**src/rtl/opb_seq_pkg.sv**
```systemverilog
// Shared definitions for the OPB two-master sequencer: FSM states, read-latency
// limits and owner encoding.
package opb_seq_pkg;

  typedef enum logic [1:0] {
    IDLE  = 2'd0,
    ISSUE = 2'd1,
    WAIT  = 2'd2,
    DONE  = 2'd3
  } state_t;

  localparam int RD_LAT_MIN = 1;
  localparam int RD_LAT_MAX = 4;

  localparam logic OWN_M0 = 1'b0;
  localparam logic OWN_M1 = 1'b1;

endpackage

```
**src/rtl/opb_rr_arb2.sv**
```systemverilog
// Combinational two-way round-robin pick: a lone requester wins, a tie goes to
// the master that was not granted last.
module opb_rr_arb2
  import opb_seq_pkg::*;
(
  input  logic i_req0,
  input  logic i_req1,
  input  logic i_last,
  output logic o_grant,
  output logic o_valid
);

  always_comb begin
    o_valid = i_req0 | i_req1;
    o_grant = OWN_M0;
    if (i_req0 && i_req1) begin
      o_grant = ~i_last;
    end else if (i_req1) begin
      o_grant = OWN_M1;
    end
  end

endmodule

```
**src/rtl/opb_bus_sequencer.sv**
```systemverilog
// Two-master OPB sequencer: arbitrates M0/M1, issues one-cycle decoder strobes,
// waits the fixed read latency and returns data with a one-cycle ACK.
module opb_bus_sequencer
  import opb_seq_pkg::*;
#(
  parameter int ADDR_W = 32,
  parameter int DATA_W = 32,
  parameter int RD_LAT = 1
) (
  input  logic              OPB_CLK,
  input  logic              OPB_RST,
  input  logic              M0_REQ,
  input  logic              M0_WE,
  input  logic [ADDR_W-1:0] M0_ADDR,
  input  logic [DATA_W-1:0] M0_WDATA,
  output logic              M0_ACK,
  output logic [DATA_W-1:0] M0_RDATA,
  input  logic              M1_REQ,
  input  logic              M1_WE,
  input  logic [ADDR_W-1:0] M1_ADDR,
  input  logic [DATA_W-1:0] M1_WDATA,
  output logic              M1_ACK,
  output logic [DATA_W-1:0] M1_RDATA,
  output logic              DEC_RE,
  output logic              DEC_WE,
  output logic [ADDR_W-1:0] DEC_ADDR,
  output logic [DATA_W-1:0] DEC_WDATA,
  input  logic [DATA_W-1:0] DEC_DO,
  output logic              GRANT,
  output logic              BUSY
);

  // Out-of-range latencies are clamped so the counter width stays fixed.
  localparam int LAT_C = (RD_LAT < RD_LAT_MIN) ? RD_LAT_MIN :
                         (RD_LAT > RD_LAT_MAX) ? RD_LAT_MAX : RD_LAT;
  localparam int CNT_W = $clog2(RD_LAT_MAX);
  localparam logic [CNT_W-1:0] CNT_LOAD = CNT_W'(LAT_C - 1);

  state_t            r_state;
  logic              r_owner;
  logic              r_last;
  logic              r_we;
  logic [CNT_W-1:0]  r_cnt;
  logic              r_dec_re;
  logic              r_dec_we;
  logic [ADDR_W-1:0] r_addr;
  logic [DATA_W-1:0] r_wdata;
  logic              r_ack0;
  logic              r_ack1;
  logic [DATA_W-1:0] r_rdata0;
  logic [DATA_W-1:0] r_rdata1;
  logic              r_busy;

  logic              w_grant;
  logic              w_valid;
  logic              w_sel_we;
  logic [ADDR_W-1:0] w_sel_addr;
  logic [DATA_W-1:0] w_sel_wdata;

  opb_rr_arb2 u_arb (
    .i_req0  (M0_REQ),
    .i_req1  (M1_REQ),
    .i_last  (r_last),
    .o_grant (w_grant),
    .o_valid (w_valid)
  );

  assign w_sel_we    = (w_grant == OWN_M1) ? M1_WE    : M0_WE;
  assign w_sel_addr  = (w_grant == OWN_M1) ? M1_ADDR  : M0_ADDR;
  assign w_sel_wdata = (w_grant == OWN_M1) ? M1_WDATA : M0_WDATA;

  always_ff @(posedge OPB_CLK or posedge OPB_RST) begin
    if (OPB_RST) begin
      r_state  <= IDLE;
      r_owner  <= OWN_M0;
      r_last   <= OWN_M1;
      r_we     <= 1'b0;
      r_cnt    <= '0;
      r_dec_re <= 1'b0;
      r_dec_we <= 1'b0;
      r_addr   <= '0;
      r_wdata  <= '0;
      r_ack0   <= 1'b0;
      r_ack1   <= 1'b0;
      r_rdata0 <= '0;
      r_rdata1 <= '0;
      r_busy   <= 1'b0;
    end else begin
      // Strobes and ACKs are single-cycle pulses by default.
      r_dec_re <= 1'b0;
      r_dec_we <= 1'b0;
      r_ack0   <= 1'b0;
      r_ack1   <= 1'b0;
      case (r_state)
        IDLE: begin
          if (w_valid) begin
            r_owner  <= w_grant;
            r_we     <= w_sel_we;
            r_addr   <= w_sel_addr;
            r_wdata  <= w_sel_wdata;
            r_dec_we <= w_sel_we;
            r_dec_re <= ~w_sel_we;
            r_busy   <= 1'b1;
            r_state  <= ISSUE;
          end
        end
        ISSUE: begin
          if (r_we) begin
            r_ack0  <= (r_owner == OWN_M0);
            r_ack1  <= (r_owner == OWN_M1);
            r_state <= DONE;
          end else begin
            r_cnt   <= CNT_LOAD;
            r_state <= WAIT;
          end
        end
        WAIT: begin
          if (r_cnt == '0) begin
            if (r_owner == OWN_M1) begin
              r_rdata1 <= DEC_DO;
            end else begin
              r_rdata0 <= DEC_DO;
            end
            r_ack0  <= (r_owner == OWN_M0);
            r_ack1  <= (r_owner == OWN_M1);
            r_state <= DONE;
          end else begin
            r_cnt <= r_cnt - 1'b1;
          end
        end
        DONE: begin
          r_last  <= r_owner;
          r_busy  <= 1'b0;
          r_state <= IDLE;
        end
        default: begin
          r_busy  <= 1'b0;
          r_state <= IDLE;
        end
      endcase
    end
  end

  assign DEC_RE    = r_dec_re;
  assign DEC_WE    = r_dec_we;
  assign DEC_ADDR  = r_addr;
  assign DEC_WDATA = r_wdata;
  assign M0_ACK    = r_ack0;
  assign M1_ACK    = r_ack1;
  assign M0_RDATA  = r_rdata0;
  assign M1_RDATA  = r_rdata1;
  assign GRANT     = r_owner;
  assign BUSY      = r_busy;

endmodule

```
**config.mk**
```make
export PLATFORM = sky130hd
export DESIGN_NAME = opb_bus_sequencer
export DESIGN_NICKNAME = d
export VERILOG_FILES = /design/src/rtl/opb_seq_pkg.sv /design/src/rtl/opb_rr_arb2.sv /design/src/rtl/opb_bus_sequencer.sv
export SDC_FILE = /design/constraint.sdc
export NUM_CORES = 1
export LEC_CHECK = 0
export BUFFER_PORTS_ARGS = -buffer_cell sky130_fd_sc_hd__buf_4
export CORE_MARGIN = 2
export CORE_UTILIZATION = 46
export CTS_BUF_LIST = sky130_fd_sc_hd__clkbuf_8 sky130_fd_sc_hd__clkbuf_16
export DETAILED_ROUTE_END_ITERATION = 10
export PLACE_DENSITY = 0.81
export SETUP_SLACK_MARGIN = 0.15
export SYNTH_ARGS = -nofsm -noshare
export SYNTH_HDL_FRONTEND = slang
export SYNTH_SLANG_ARGS = --single-unit
```
**constraint.sdc**
```tcl
create_clock -name OPB_CLK -period 5.3 [get_ports OPB_CLK]
set_clock_uncertainty 0.05 [all_clocks]
set_input_delay 0.53 -clock OPB_CLK [delete_from_list [all_inputs] [get_ports OPB_CLK]]
set_output_delay 0.53 -clock OPB_CLK [all_outputs]
set_load 0.02 [all_outputs]
```
# --- Word level (Yosys, flattened, before mapping) ---
# Index checks and enable logic that the tools add are counted.
# Widths: inputs -> output; s select.
word_totals:
  wordCells: 61
  ff_bits: 140
  out_inout_bits: 134
classes:
  n_reduce_logical: 11
  eq_ne: 7
  bitwise_logic: 4
  muxes: 24
  n_addsub: 1
ops:
  columns: ["op", "count"]
  rows:
  - ["$mux 32", 2]
  - ["$mux 1", 13]
  - ["$reduce_and 3->1", 3]
  - ["$mux 2", 4]
  - ["$pmux 2 s4", 1]
  - ["$ne 2x2->1 const B", 3]
  - ["$pmux 1 s2", 3]
  - ["$reduce_and 2->1", 3]
  - ["$eq 2x2->1 const B", 2]
  - ["$logic_not 2->1", 2]
  - ["$pmux 2 s2", 1]
  - ["$reduce_bool 2->1", 2]
  - ["$not 1->1", 3]
  - ["$eq 2x1->1 const B", 1]
  - ["$ne 2x1->1 const B", 1]
  - ["$sub 2x1->2 const B", 1]
  - ["$logic_and 1x1->1", 1]
  - ["$or 1x1->1", 1]

# --- Longest topological paths before layout ---
# Gate-level depths: netlist (run 1).
depth:
  word_depth: 6
  mapped_depth: 8
  depth_no_buf: 5

# --- Cells and area by module ---
# Synthesis (run 1) repeated with hierarchy kept, for this count alone.
hier_totals:
  hier_cells: 474
  hier_area_um2: 6211.0
by_module_without_submodules:
  columns: ["mod", "seq_area_each_um2", "area_each_um2", "cells_each", "instances"]
  rows:
  - ["opb_bus_sequencer", 3504.6, 6197.2, 472, 1]
  - ["opb_rr_arb2", 0.0, 13.8, 2, 1]

# --- Worst setup path after synthesis (run 1) ---
# Ideal clock, no wire load.
synth_timing:
  kind: "reg-to-reg"
  start: "reg r_state[0]"
  end: "reg r_rdata0[0] (netlist: M0_RDATA[0])"
  arrival_time_ns: 1.412
  setup_slack_ns: 3.713
  path_stages_with_launch: 6
  setup_ns: 0.125
  path_buffers: 1
  path_cell_list: "dfrtp_1 -> inv_1 -> ha_1 -> nand3_1 -> buf_2 -> mux2_2"
synth_via:
  elab_chain_cells: 2
synth_rtl:
  columns: ["item", "line_no", "rtl"]
  rows:
  - ["start: declaration", "opb_bus_sequencer.sv:39", "state_t r_state;"]
  - ["start signal: assignment", "opb_bus_sequencer.sv:74", "r_state <= IDLE;"]
  - ["start signal: assignment", "opb_bus_sequencer.sv:104", "r_state <= ISSUE;"]
  - ["start signal: assignment", "opb_bus_sequencer.sv:111", "r_state <= DONE;"]
  - ["$eq 2x2->1", "opb_bus_sequencer.sv:94", "case (r_state)"]
  - ["$reduce_and 3->1 (no source line)", null, null]
  - ["end signal: assignment", "opb_bus_sequencer.sv:85", "r_rdata0 <= '0;"]
  - ["end signal: assignment", "opb_bus_sequencer.sv:122", "r_rdata0 <= DEC_DO;"]
  - ["end: declaration", "opb_bus_sequencer.sv:50", "logic [DATA_W-1:0] r_rdata0;"]
# No other way between the ends.
# A chain may end at the register's enable or synchronous reset.

# --- Worst setup path in the final report (run 1) ---
layout_timing:
  start: "reg r_state[0]"
  end: "reg r_addr[7] (netlist: DEC_ADDR[7])"
layout_via:
  elab_chain_cells: 2
layout_rtl:
  columns: ["item", "line_no", "rtl"]
  rows:
  - ["$logic_not 2->1", "opb_bus_sequencer.sv:94", null]
  - ["$reduce_and 2->1 (no source line)", null, null]
  - ["end signal: assignment", "opb_bus_sequencer.sv:99", "r_addr <= w_sel_addr;"]
  - ["end: declaration", "opb_bus_sequencer.sv:46", "logic [ADDR_W-1:0] r_addr;"]
# No other way between the ends.

==> results of run 1 <==
## metal layers
metal	up-vias	GRT usage, %	share of wire, %
met5	-	0	0
met4	0	11.5	3.3
met3	40	7.94	8.4
met2	237	42.7	51
met1	2558	26.6	37
li1	2421	-	-
## sequential cells by signal (all words and copies together), names as in the netlist, 2 cells and up
register / flops
DEC_ADDR: 32
DEC_WDATA: 32
M0_RDATA: 32
M1_RDATA: 32
r_cnt: 2
r_state: 2
## cell type report
cell class	count	area (um^2)
Clock buffer	17	425
Clock inverter	15	174
Fill cell	977	3710
Inverter	6	27.5
Multi-Input combinational cell	363	2160
Sequential cell	140	3500
Tap cell	172	215
Timing Repair Buffer	306	2300
## cell usage after synthesis (2+ instances only)
cell type	count	area, um^2
dfrtp_1	139	3480
a21oi_1	130	651
nor2_1	72	270
nand2_1	68	255
mux2_2	67	754
buf_2	26	130
clkbuf_1	6	22.5
inv_1	6	22.5
ha_1	5	62.6
o21ai_0	4	20.0
buf_4	3	22.5
nand3_1	3	15.0
a22o_1	2	17.5
and2_1	2	12.5
## metrics by stage
stage / cell area [um^2] / util (%)
after floorplan: 5840 / -
after global placement: 8200 / 65.5
after detailed placement: 8200 / 65.5
after CTS: 8800 / 70.3
after global routing: 8800 / 70.3
final: 8800 / 70.3
## worst paths after layout
kind | to | cells past startpoint | from | slack, ns
worst max-delay path | DEC_ADDR[7]$_DFFE_PP0P_ | 6 | r_state[0]$_DFFE_PP0P_ | 3.04
worst min-delay path | M1_RDATA[31]$_DFFE_PP0P_ | 2 | OPB_RST | 0.12
worst max register to register | DEC_ADDR[7]$_DFFE_PP0P_ | 6 | r_state[0]$_DFFE_PP0P_ | 3.04
worst min register to register | M1_RDATA[20]$_DFFE_PP0P_ | 1 | M1_RDATA[20]$_DFFE_PP0P_ | 0.45
max in group asynchronous | DEC_ADDR[10]$_DFFE_PP0P_ | 3 | OPB_RST | 3.64
min in group OPB_CLK | DEC_WDATA[28]$_DFFE_PP0P_ | 3 | M0_WDATA[28] | 0.30
## cells in the final DEF, fill, tap and decap left out, drive strengths merged
cell type,count
a21bo,1
nor2,72
dfstp,1
nor2b,1
o31ai,1
mux2i,1
nor3,1
nand2,68
o21bai,1
or2,1
a22o,2
bufinv,3
o21a,1
ha,5
and2,2
a21oi,130
dfrtp,139
inv,8
clkinv,6
nand3,3
clkbuf,17
mux2,67
a21boi,1
o2bb2ai,1
clkinvlp,4
buf,306
o21ai,4
## report_power, final
part	switching (mW)	internal, mW	total, mW
clock	0.459	0.738	1.20
combinational	1.56	1.27	2.83
sequential	0.316	1.62	1.93
total	2.33	3.62	5.96
## logic make-up (layout without fill, tap and decap cells)
kind of cell	count (synthesis)	in the layout	share of synthesized area (%)
buf+inv	41	344	3.39
fa+ha+maj	5	5	1.07
flops	140	140	60.0
compound gates	142	142	12.6
mux	68	68	13.1
simple gates	148	148	9.77
## critical path: cells and delay by family, from the launching register on
kind                       cells  cell delay (ns)
and+or+nand+nor                1             0.10
DFF                            1             0.41
adders and majority gates      1             0.35
AOI/OAI and AO/OA              2             0.60
buffers and inverters          2             0.65
==> results by group, run 1 <==
Status
  – Outcome: finished, final reports clean

Placed design
  – Place WS: between 3 and 4 ns
  – Post-DP HPWL: 12.0 mm
  – Placed cells: 987
  – IO Port Bufs: 299
  – GPL Wtd Cong: ~0.80

Worst setup path
  – CP Data Required Time: between 5 and 6 ns
  – Worst setup EP type: flop
  – CP max stage delay: approximately 0.54 ns
  – Largest fanout on the critical path: 51
  – WS Path Type: reg -> reg
  – CP Data Arrival Time: approximately 2.5 ns
  – Critical Path Start Type: flop
  – Slowest stage cell, crit path: buf_4
  – Crit-path cells: inv_1 > ha_1 > o21a_2 > buf_4 > nor2_1 > a21oi_1

Clock network
  – Setup bufs post-CTS: 0
  – CTS Buf Count: 17
  – Max Root-Sink Buffers: 2
  – Clock Latency Late Sink: 0.41 ns
  – CTS Hold Bufs: 0
  – CTS root buffer: clkbuf_16
  – CTS tree: yes
  – # resized after CTS: 0
  – Clock sinks: 140
  – H-tree depth: 4
  – Worst-path clk slew: about 0.060 ns

Pwr
  – Leak: 4.28 nW
  – PwrDens: ~680 nW/um^2
  – Pwr Total: 5.96 mW
  – Worst VDD drop: around 330 uV

Timing
  – Final min period: 2.26 ns
  – Final WS setup: around 3.0 ns
  – Fin crit share: between 40% and 50%
  – Unrepaired setup endpoints after global routing: false
  – Setup_tns: 0 ns
  – Final Max Slew Viols: 0
  – Final setup fails: 0
  – Relative slew slack: about a third
  – Min Hold Slack: around 0.12 ns
  – Fmax: around 440 MHz
  – Final Hold Viols: 0
  – Worst-Margin Slew: roughly 0.98 ns

Global route
  – Grt ovf: 0
  – Total GRT Usage: about a quarter
  – First-pass GRT wire length: 25.5 mm
  – Initial antenna violation count: 0
  – Largest net degree at the start of global routing: 76
  – Vias in the first global route: 5350

Synth
  – Synth Net Count: about 720
  – Post-synth ARST share: 100%
  – Seq cells post-synth: 140
  – Post-synth EDFFs: 0
  – Top_reg_cell synth: dfrtp_1
  – Synthesized instance count: ~540
  – Fraction of the yosys area taken by sequential cells: roughly three fifths
  – Yosys warns: 0
  – Synth Cell Area: between 5000 and 6000 um^2
  – Synth cell types: 25
  – Mapped Avg Cell Area: 10.7 um^2

Routing
  – DRC errors left: 0
  – Routed wire length per instance: 16.5 um
  – Detailed Routing Iterations Pass 1: 4
  – DR vias/cell: roughly 5.2
  – Antenna Nets Post-Route: 0
  – Detailed-route wire length: 16.8 mm
  – Via count: 5256
  – 1st-iter DRT viols: roughly 340

Floorplan
  – Die W: roughly 120 um
  – IO Pins: 300
  – Rows: 41
  – CORE AREA: 12500 um^2
  – Die Area: 13600 um^2
  – Initial core utilization: 46.6%
  – Chip Height: approximately 120 um

Finish
  – Final instance count without filler cells: approximately 1000
  – N_diodes: 0
  – Layout area overhead: 50.8%
  – Nets: approximately 1000
  – Layout cells sized above 1: 48.5%

Hold path
  – HP Class: in -> async

Run
  – Max-Cap Viols: 0
No activity file was read; power rests on OpenSTA's default activity.
==> inputs of run 2 (changes only) <==
--- a/config.mk
+++ b/config.mk
@@ -5,12 +5,13 @@
 export SDC_FILE = /design/constraint.sdc
 export NUM_CORES = 1
 export LEC_CHECK = 0
+export ABC_AREA = 1
 export BUFFER_PORTS_ARGS = -buffer_cell sky130_fd_sc_hd__buf_4
 export CORE_MARGIN = 2
-export CORE_UTILIZATION = 46
+export CORE_UTILIZATION = 47
 export CTS_BUF_LIST = sky130_fd_sc_hd__clkbuf_8 sky130_fd_sc_hd__clkbuf_16
 export DETAILED_ROUTE_END_ITERATION = 10
-export PLACE_DENSITY = 0.81
+export PLACE_DENSITY = 0.8
 export SETUP_SLACK_MARGIN = 0.15
 export SYNTH_ARGS = -nofsm -noshare
 export SYNTH_HDL_FRONTEND = slang
==> constraint.sdc (replaced) <==
create_clock -name OPB_CLK -period 2.1 [get_ports OPB_CLK]
set_clock_uncertainty 0.05 [all_clocks]
set_input_delay 0.21 -clock OPB_CLK [delete_from_list [all_inputs] [get_ports OPB_CLK]]
set_output_delay 0.21 -clock OPB_CLK [all_outputs]
set_load 0.02 [all_outputs]
==> run 2 against run 1 <==
- non-clock buffer count increased by 10
- sequential power grew to 2.5 times the previous value
- final cell count increased by 32%
- sequential share of layout area decreased by 3.7 points
- first-iteration DRC count grew 38%
- critical endpoint is now DEC_WDATA[17]$_DFFE_PP0P_
==> results by group, run 2 <==
Global route
  – Initial antenna violation count: 0 (unchanged)
  – Total GRT Usage: 25.8% (+1.5 points)
  – Vias in the first global route: 6420 (+20%)
  – Largest net degree at the start of global routing: 66 (-13%)
  – First-pass GRT wire length: 30.2 mm (+18%)
  – Grt ovf: 0 (unchanged)

Timing
  – Unrepaired setup endpoints after global routing: false
  – Setup_tns: 0 ns (unchanged)
  – Final min period: 1.76 ns (-0.502 ns)
  – Final Hold Viols: 0 (unchanged)
  – Relative slew slack: 53.5% (+19 points)
  – Final setup fails: 0 (unchanged)
  – Worst-Margin Slew: 0.697 ns (-0.284 ns)
  – Final Max Slew Viols: 0 (unchanged)
  – Fin crit share: 83.7% (+41 points)
  – Fmax: 569 MHz (+29%)

Clock network
  – Max Root-Sink Buffers: 2 (unchanged)
  – CTS tree: yes
  – Worst-path clk slew: 0.06 ns (about the same)
  – Clock Latency Late Sink: 0.42 ns (about the same)
  – Clock sinks: 140 (unchanged)
  – CTS Buf Count: 17 (unchanged)
  – H-tree depth: 4 (unchanged)
  – CTS root buffer: clkbuf_16

Floorplan
  – Chip Height: 122 um (+4.8%)
  – CORE AREA: 13800 um^2 (+10%)
  – Initial core utilization: 47.7% (+1.1 points)
  – IO Pins: 300 (unchanged)
  – Die Area: 14900 um^2 (+9.8%)
  – Rows: 43 (+4.9%)
  – Die W: 122 um (+4.8%)

Pwr
  – Worst VDD drop: 713 uV (+110%)
  – PwrDens: 1560 nW/um^2 (+130%)
  – Leak: 5.72 nW (+34%)

Finish
  – Util after Layout: 70.5% (+0.23 points)
  – Nets: 1321 (+31%)
  – Layout area overhead: 47.9%
  – N_diodes: 0 (unchanged)
  – Most frequent cells in the layout: 303 x buf_4, 275 x nand2_1, 175 x inv_1, 139 x dfrtp_1, 134 x nand3_1
  – Filler Cells Inserted: 1160 (+19%)
  – Layout cells sized above 1: 29.9% (-19 points)
  – Most common cell after layout, fill and taps aside: buf_4

Worst setup path
  – Worst setup EP type: flop
  – CP Data Arrival Time: 2.06 ns (-0.48 ns)
  – CP Data Required Time: 2.41 ns (-3.17 ns)
  – Worst R2R End: DEC_WDATA[17]$_DFFE_PP0P_
  – Critical Path Start Type: flop
  – Largest fanout on the critical path: 29 (-43%)
  – R2R Setup Slk: 0.34 ns (-2.70 ns)
  – Reg2Reg Depth: 7 (+1)
  – WS Path Type: reg -> reg
  – R2r startpoint: r_state[0]$_DFFE_PP0P_

Hold path
  – Hold Path Depth: 3
  – HP Class: in -> reg
  – Min-delay src: DEC_DO[26]
  – Hold path endpoint: M0_RDATA[26]$_DFFE_PP0P_

Synth
  – Synth cell types: 17 (-32%)
  – Synth top area cells: dfrtp_1 53%, nand2_1 16%, nand3_1 10%, inv_1 9.9%, o21ai_0 4.9%
  – Top post-synthesis cells by count: 277 x nand2_1, 174 x inv_1, 139 x dfrtp_1
  – Largest family of logic cells by synthesized area: simple AND/OR/NAND/NOR gates
  – Post-synth EDFFs: 0 (unchanged)
  – Yosys warns: 0 (unchanged)
  – Multiplexer share of the synthesized area: 0% (-13 points)
  – Post-Synth XOR/XNOR Area: 0% (unchanged)
  – Post-synth ARST share: 100% (unchanged)
  – Synth Area in Adders: 0.952% (-0.12 points)
  – Seq cells post-synth: 140 (unchanged)
  – Top_reg_cell synth: dfrtp_1
  – Synth Cell Area: 6570 um^2 (+13%)
  – Yosys top cell area share: 53.0% (-6.6 points)
  – Simple-gate area share of the yosys netlist: 26.9% (+17 points)
  – Most numerous cell in the Yosys netlist: nand2_1
  – Compound-Gate Fraction of Synth Area: 5.52% (-7.1 points)
  – Mapped Avg Cell Area: 7.61 um^2 (-29%)
  – Synth Net Count: 1034 (+45%)
  – Synthesized instance count: 863 (+59%)
  – Fraction of the yosys area taken by sequential cells: 53.4% (-6.7 points)
  – Cell taking the most area after synthesis: dfrtp_1

Routing
  – Detailed-route wire length: 19.1 mm (+13%)
  – DRC errors left: 0 (unchanged)
  – Routed wire length per instance: 14.2 um (-14%)
  – 1st-iter DRT viols: 473 (+38%)
  – Via count: 6553 (+25%)
  – DR vias/cell: 4.88 (-5.3%)
  – Detailed Routing Iterations Pass 1: 5 (+1)
  – Antenna Nets Post-Route: 0 (unchanged)

Placed design
  – IO Port Bufs: 299 (unchanged)
  – Post-DP HPWL: 13.6 mm (+13%)
  – GPL Wtd Cong: 0.893 (+11%)

Status
  – Outcome: finished, final reports clean

Run
  – Max-Cap Viols: 0 (unchanged)
## run 2: cell count changes in the layout (fill, tap and decap cells not counted), sizes merged, moves of 62 or more
cell / change
a21oi: -126
nand2: +209
inv: +168
mux2: -67
o21ai: +63
nand3: +133
nor2: -62
## run 2: worst max path at each step
stage | startpoint | to | slack, ns
global placement | r_state[0]$_DFFE_PP0P_ | M0_RDATA[14]$_DFFE_PP0P_ | 0.42
floorplan | OPB_RST | BUSY$_DFFE_PP0P_ | 0.09
global route | r_state[0]$_DFFE_PP0P_ | DEC_WDATA[17]$_DFFE_PP0P_ | 0.16
finish | r_state[0]$_DFFE_PP0P_ | DEC_WDATA[17]$_DFFE_PP0P_ | 0.34
detailed placement | r_state[0]$_DFFE_PP0P_ | M0_RDATA[12]$_DFFE_PP0P_ | 0.31
CTS | r_state[0]$_DFFE_PP0P_ | M0_RDATA[2]$_DFFE_PP0P_ | 0.30
## run 2: stage by stage
step / area [um^2] / worst slack, ns / power, mW / std cells / hold slack (ns)
2_1_floorplan: 6570 / 0.0917 / 8.79 / 863 / 0.308
3_3_place_gp: 9020 / 0.420 / 11.8 / 1305 / 0.181
3_5_place_dp: 9020 / 0.306 / 12.0 / 1305 / 0.182
4_1_cts: 9710 / 0.301 / 15.2 / 1342 / 0.00190
5_1_grt: 9720 / 0.159 / 16.1 / 1342 / 0.0179
6_report: 9720 / 0.343 / 15.1 / 1342 / 0.0212
## run 2: routing by layer
| layer | up-vias | routed length [um] | track usage (%) |
|---|---|---|---|
| li1 | 3183 | - | - |
| met1 | 3038 | 7400 | 30.6 |
| met2 | 270 | 9480 | 43.2 |
| met4 | 0 | 807 | 13.9 |
| met5 | - | 0 | 0 |
| met3 | 62 | 1370 | 6.18 |
## run 2: worst max-delay path, stage by stage (launching register included)
cell	delay, ns
dfrtp_1	0.42
inv_1	0.12
ha_1	0.28
inv_1	0.13
nor2_4	0.15
buf_4	0.32
nand3_1	0.14
nand2_1	0.08
## run 2: repair_timing
action | in CTS | in global routing
setup endpoints to repair | 0 | 19
hold buffers | 6 | 0
gates resized for setup | 0 | 1
endpoints found under the hold margin | 19 | 0
buffers inserted | 0 | 0
## run 2: cell type report
cell class / count / area [um^2] / share of cell area, %
Clock inverter: 12 / 171 / 1.76
Tap cell: 180 / 225 / 2.32
Clock buffer: 19 / 453 / 4.66
Multi-Input combinational cell: 501 / 2230 / 23.0
Sequential cell: 140 / 3500 / 36.1
Inverter: 174 / 657 / 6.76
Timing Repair Buffer: 316 / 2470 / 25.5
## run 2: power by group
group,internal (mW),leakage (nW),switching [mW]
clock network,2.03,0.300,1.12
registers,4.07,1.71,0.790
logic,2.86,3.71,4.25
total,8.96,5.72,6.17
## run 2: logic make-up after synthesis
group                    after synthesis
AO/OA/AOI/OAI                         72
adder cells (fa/ha/maj)                5
AND/OR/NAND/NOR                      424
buffers and inverters                222
flip-flops                           140
